### config.mk
export PLATFORM = sky130hd
export DESIGN_NAME = demux128_reg_n
export DESIGN_NICKNAME = d
export VERILOG_FILES = /design/src/rtl/demux_pkg.sv /design/src/rtl/demux32_reg_n.sv /design/src/rtl/demux128_reg_n.sv
export SDC_FILE = /design/constraint.sdc
export NUM_CORES = 1
export LEC_CHECK = 0
export BUFFER_PORTS_ARGS = -buffer_cell sky130_fd_sc_hd__buf_2
export CORE_UTILIZATION = 40
export CTS_BUF_LIST = sky130_fd_sc_hd__clkbuf_2
export DETAILED_ROUTE_END_ITERATION = 8
export PLACE_DENSITY = 0.69
export SYNTH_ARGS = -nofsm -noshare
export SYNTH_HDL_FRONTEND = slang
export SYNTH_SLANG_ARGS = --single-unit
### constraint.sdc
create_clock -name clk_i -period 3.25 [get_ports clk_i]
set_input_delay 0.1625 -clock clk_i [delete_from_list [all_inputs] [get_ports clk_i]]
set_output_delay 0.1625 -clock clk_i [all_outputs]
set_load 0.05 [all_outputs]
### src/rtl/demux_pkg.sv
// Shared types and constants for the 128-entry registered write demultiplexer.
// Entry index = group * M + index-within-group.
package demux_pkg;

  localparam int ADDR_W = 7;
  localparam int GR     = 4;
  localparam int M      = 32;
  localparam int S      = 2;

  typedef enum logic [1:0] {
    IDLE  = 2'd0,
    DRAIN = 2'd1,
    CLR   = 2'd2
  } state_t;

  function automatic logic [GR-1:0] onehot4(input logic [S-1:0] sel);
    onehot4      = '0;
    onehot4[sel] = 1'b1;
  endfunction

endpackage

### src/rtl/demux32_reg_n.sv
// One group of 32 n-bit storage registers with an indexed write port,
// a one-cycle write strobe and a whole-group synchronous clear.
module demux32_reg_n
  import demux_pkg::*;
#(
  parameter int n = 4
) (
  input  logic         clk_i,
  input  logic         rst_ni,
  input  logic         we_i,
  input  logic [4:0]   idx_i,
  input  logic [n-1:0] data_i,
  input  logic         clr_i,
  output logic [n-1:0] data_o [0:M-1],
  output logic [M-1:0] strobe_o
);

  logic [n-1:0] r_data [0:M-1];
  logic [M-1:0] r_strobe;

  // Clear wins over a write; a cleared group never raises a strobe.
  always_ff @(posedge clk_i or negedge rst_ni) begin
    if (!rst_ni) begin
      for (int i = 0; i < M; i++) r_data[i] <= '0;
      r_strobe <= '0;
    end else if (clr_i) begin
      for (int i = 0; i < M; i++) r_data[i] <= '0;
      r_strobe <= '0;
    end else begin
      r_strobe <= we_i ? (M'(1) << idx_i) : '0;
      if (we_i) r_data[idx_i] <= data_i;
    end
  end

  assign data_o   = r_data;
  assign strobe_o = r_strobe;

endmodule

### src/rtl/demux128_reg_n.sv
// 1-to-128 registered write demultiplexer: stage-1 capture of the decoded write,
// commit one edge later, plus a group-by-group clear sequenced by a small FSM.
module demux128_reg_n
  import demux_pkg::*;
#(
  parameter int n = 4
) (
  input  logic              clk_i,
  input  logic              rst_ni,
  input  logic              valid_i,
  output logic              ready_o,
  input  logic [ADDR_W-1:0] sel_i,
  input  logic [n-1:0]      data_i,
  input  logic              clr_i,
  output logic [n-1:0]      data_o [0:GR*M-1],
  output logic [GR*M-1:0]   wr_strobe_o,
  output logic              busy_o,
  output logic [1:0]        dbg_state_o
);

  state_t          r_state;
  logic [S-1:0]    r_cnt;
  logic            r_s1_valid;
  logic [GR-1:0]   r_s1_grp;
  logic [4:0]      r_s1_idx;
  logic [n-1:0]    r_s1_data;
  logic            w_accept;
  logic [GR-1:0]   w_grp_clr;

  // Handshake: a write transfers on a rising edge where valid_i && ready_o.
  // ready_o is low during reset, outside IDLE, and whenever clr_i is high,
  // so a source must hold valid_i/sel_i/data_i stable until it sees ready_o.
  assign ready_o     = rst_ni && (r_state == IDLE) && !clr_i;
  assign w_accept    = valid_i && ready_o;
  assign busy_o      = (r_state != IDLE) || r_s1_valid;
  assign dbg_state_o = r_state;

  always_ff @(posedge clk_i or negedge rst_ni) begin
    if (!rst_ni) begin
      r_state <= IDLE;
      r_cnt   <= '0;
    end else begin
      case (r_state)
        IDLE: begin
          if (clr_i) begin
            r_state <= r_s1_valid ? DRAIN : CLR;
            r_cnt   <= '0;
          end
        end
        DRAIN: begin
          r_state <= CLR;
          r_cnt   <= '0;
        end
        CLR: begin
          r_cnt <= r_cnt + S'(1);
          if (r_cnt == S'(GR - 1)) r_state <= IDLE;
        end
        default: r_state <= IDLE;
      endcase
    end
  end

  always_ff @(posedge clk_i or negedge rst_ni) begin
    if (!rst_ni) begin
      r_s1_valid <= 1'b0;
      r_s1_grp   <= '0;
      r_s1_idx   <= '0;
      r_s1_data  <= '0;
    end else begin
      r_s1_valid <= w_accept;
      if (w_accept) begin
        r_s1_grp  <= onehot4(sel_i[6:5]);
        r_s1_idx  <= sel_i[4:0];
        r_s1_data <= data_i;
      end
    end
  end

  for (genvar g = 0; g < GR; g++) begin : g_grp
    logic [n-1:0] w_data [0:M-1];

    assign w_grp_clr[g] = (r_state == CLR) && (r_cnt == S'(g));

    demux32_reg_n #(.n(n)) u_grp (
      .clk_i    (clk_i),
      .rst_ni   (rst_ni),
      .we_i     (r_s1_valid && r_s1_grp[g]),
      .idx_i    (r_s1_idx),
      .data_i   (r_s1_data),
      .clr_i    (w_grp_clr[g]),
      .data_o   (w_data),
      .strobe_o (wr_strobe_o[g*M +: M])
    );

    for (genvar i = 0; i < M; i++) begin : g_ent
      assign data_o[g*M + i] = w_data[i];
    end
  end

endmodule

==> metrics.yaml <==
yosysSeqAreaShare_pct: 62.1
drive_above_1_share_pct: 33.6
rrSetupSlack_ns: 0.76
grt_max_degree: 193
numClockSinks: 658
holdPathStages: 5
antenna_found_initial: 2
cp-start-kind: "flop"
internal-power_mw: 11.5
core_region_area_sq_um: 65700
rr_startpoint: "dbg_state_o[1]"
hold_end: "dbg_state_o[0]"
final_cell_mix: "dfrtp_1 (658), buf_2 (657), nand2_1 (619), mux2i_1 (480), clkbuf_2 (243)"
die_area_sq_um: 67400
cp_slowest_cell: "dfrtp_1"
clockPowerShare_pct: 29.1
powerDensity_nw_per_um2: 589
cp_max_fo: 18
grt.busiest_layer: "met2"
met3_usage_pct: 6.52
syn_nets: 2251
ir_worst_vdd_mv: 0.408
post-place-ws_ns: 0.860
yosys_most_used_dff: "dfrtp_1"
critPathTopFamily: "flip-flops"
fmax_mhz: 352
rr_worst_depth: 4
min_path_type: "in -> reg"
setup_viol: 0
crit_start: "r_s1_valid"
path_buf_inv: 2
grt-ovfl-total: 0
viasPerCell: 5.08
drv_slew: 0
synth_seq_cells: 658
criticalPathCategory: "reg -> out"
setup_tns_ns: 0
final.period_utilization_pct: 87.4
relSlewSlack_pct: 29.7
finClkSkew_ns: 0.106
dr.pass1.iters: 5
place.gp.congestion: 0.821
cts_tree: "done"
rsz0062_at_grt: "false"
drt_iter0_markers: 1474
syn_inst: 2232
initial_core_util_pct: 40.3
finalNetCount: 3011
drc: 0
synth.distinct_cells: 38
crit_path_end_kind: "output pin"
ios: 659
path_clk_slew_ns: 0.11
synth_area_sq_um: 26500
whs_ns: 0.312
routed_wl_mm: 86.4
grt_use_met1_pct: 31.3
synth-edff-count: 0
die_height_um: 260
cts.repair.resized: 0
syn_avg_cell_area_sq_um: 11.9
wire_per_inst_um: 21.8
hold_path.startpoint: "clr_i"
p_seq_share_pct: 45.3
grt_use_met2_pct: 42.0
cap_violations: 0
area.growth.synth_to_final_pct: 21.7
antenna_left: 0
p_leak_nw: 20.3
slowest_delay_ns: 0.51
worst_slew_pin_slew_ns: 1.05
r2r-end: "r_s1_idx[1]"
clkLatencyLatePin_ns: 1.32
place_hpwl_mm: 58.2
cp.arrival_ns: 2.68
async_flop_share_pct: 100
combPwrFrac_pct: 25.6
hold_viol: 0
portBuffers: 658
htree_levels: 4
sw_frac_of_total_pct: 39.7
finalCriticalPeriod_ns: 2.84
grt_pass1_vias: 21200
grt_use_total_pct: 25.5
grt_pass1_wl_mm: 129
p_switching_mw: 7.54
cts_buffers: 170
crit_path_cell_trace: "buf_4 > or3_1 > buf_2"
row_count: 94
final_cells: 3962
die_width_um: 260
postLayoutCoreUtil_pct: 49.1
root_buffer: "clkbuf_2"
final_common_cell: "dfrtp_1"
placed_cells: 3642
outcome: "finished, final reports clean"
required_ns: 3.09
ys_warn_count: 0
fin_ws_ns: 0.411
vias: 20100
clk_path_buf_depth: 3
[sequential cells by signal, summed over array words and instances (netlist names)]
| name | cells |
|---|---|
| r_s1_data | 4 |
| r_s1_valid | 1 |
| g_grp.u_grp.strobe_o | 128 |
| dbg_state_o | 2 |
| r_s1_grp | 4 |
| r_s1_idx | 5 |
| r_cnt | 2 |
| g_grp.u_grp.data_o | 512 |
[cell usage after synthesis (2+ instances only)]
master	n	area share, %
nor3_1	3	0.057
buf_4	26	0.74
nor4bb_1	3	0.11
inv_1	3	0.042
clkbuf_1	3	0.042
clkbuf_2	2	0.038
o21ai_1	2	0.038
nor3b_2	3	0.14
and4_1	4	0.13
nor2b_1	5	0.12
nor2_1	130	1.8
buf_2	112	2.1
nand4_1	5	0.12
o21ai_0	31	0.58
mux2_2	5	0.21
a22o_1	2	0.066
buf_6	24	1.0
dfrtp_1	658	62
and4b_1	8	0.30
nand3b_2	3	0.13
nand3_1	5	0.094
nand2_1	619	8.8
nand2_2	30	0.71
ha_1	4	0.19
or3_1	2	0.047
o211ai_1	32	0.91
mux2_4	8	0.45
mux2i_1	480	18
and3b_1	3	0.099
nand2_4	8	0.34
and2_1	2	0.047
[worst max path at each step]
stage / to / depth (start not counted)
final: busy_o / 3
after global routing: busy_o / 3
after CTS: busy_o / 3
after detailed placement: g_grp[1].u_grp.data_o[96] / 4
after global placement: g_grp[1].u_grp.strobe_o[17] / 3
after floorplan: r_s1_data[2] / 4
[worst reg2reg max path, cell delays in order, from the launching register on]
cell and delay [ns]:
dfrtp_1 0.63, nor4b_4 0.45, nand2_2 0.34, mux2_4 0.40, dlygate4sd3_1 0.56
[metrics by stage]
step	power, mW	instance area [sq um]
floorplan	11.8	26500
global placement	13.5	30400
detailed placement	13.6	30400
CTS	19.3	32300
global route	20.0	32300
finish	19.0	32300
[metal layers]
metal	routed length, um	vias to the layer above
met5	0	-
met4	3370	0
met3	5470	192
met2	42500	795
met1	35000	10200
li1	-	8936
[timing repair]
action,CTS,global route
endpoints found under the hold margin,676,0
hold buffers,42,0
setup buffers,0,0
[kinds of logic (layout without fill, tap and decap cells)]
logic type / after synthesis / count (layout) / share of synthesized area (%)
AOI/OAI and AO/OA: 69 / 69 / 1.66
muxes: 493 / 493 / 18.8
buffers and inverters: 170 / 1034 / 3.99
other: 0 / 2 / 0
and+or+nand+nor: 837 / 837 / 13.3
xor gates and xnor gates: 1 / 1 / 0.0330
adders and majority gates: 4 / 4 / 0.189
DFF: 658 / 658 / 62.1
[power by group through the flow]
stage / logic [mW] / clock network, mW / registers (mW)
after floorplan: 3.15 / 0 / 8.70
after detailed placement: 4.78 / 0 / 8.78
after global placement: 4.72 / 0 / 8.77
final: 4.87 / 5.53 / 8.61
after CTS: 4.92 / 5.74 / 8.61
after global routing: 5.18 / 6.14 / 8.65
[cell type report]
cell class | count | area, sq um
clock buffer | 243 | 1220
sequential | 658 | 16500
timing repair buffer | 755 | 4220
fill | 6039 | 33500
clock inverter | 33 | 213
tap | 864 | 1080
antenna | 2 | 5.00
inverter | 3 | 11.3
multi-input combinational | 1404 | 9080
Note: power is estimated with default switching activity, not from simulation.
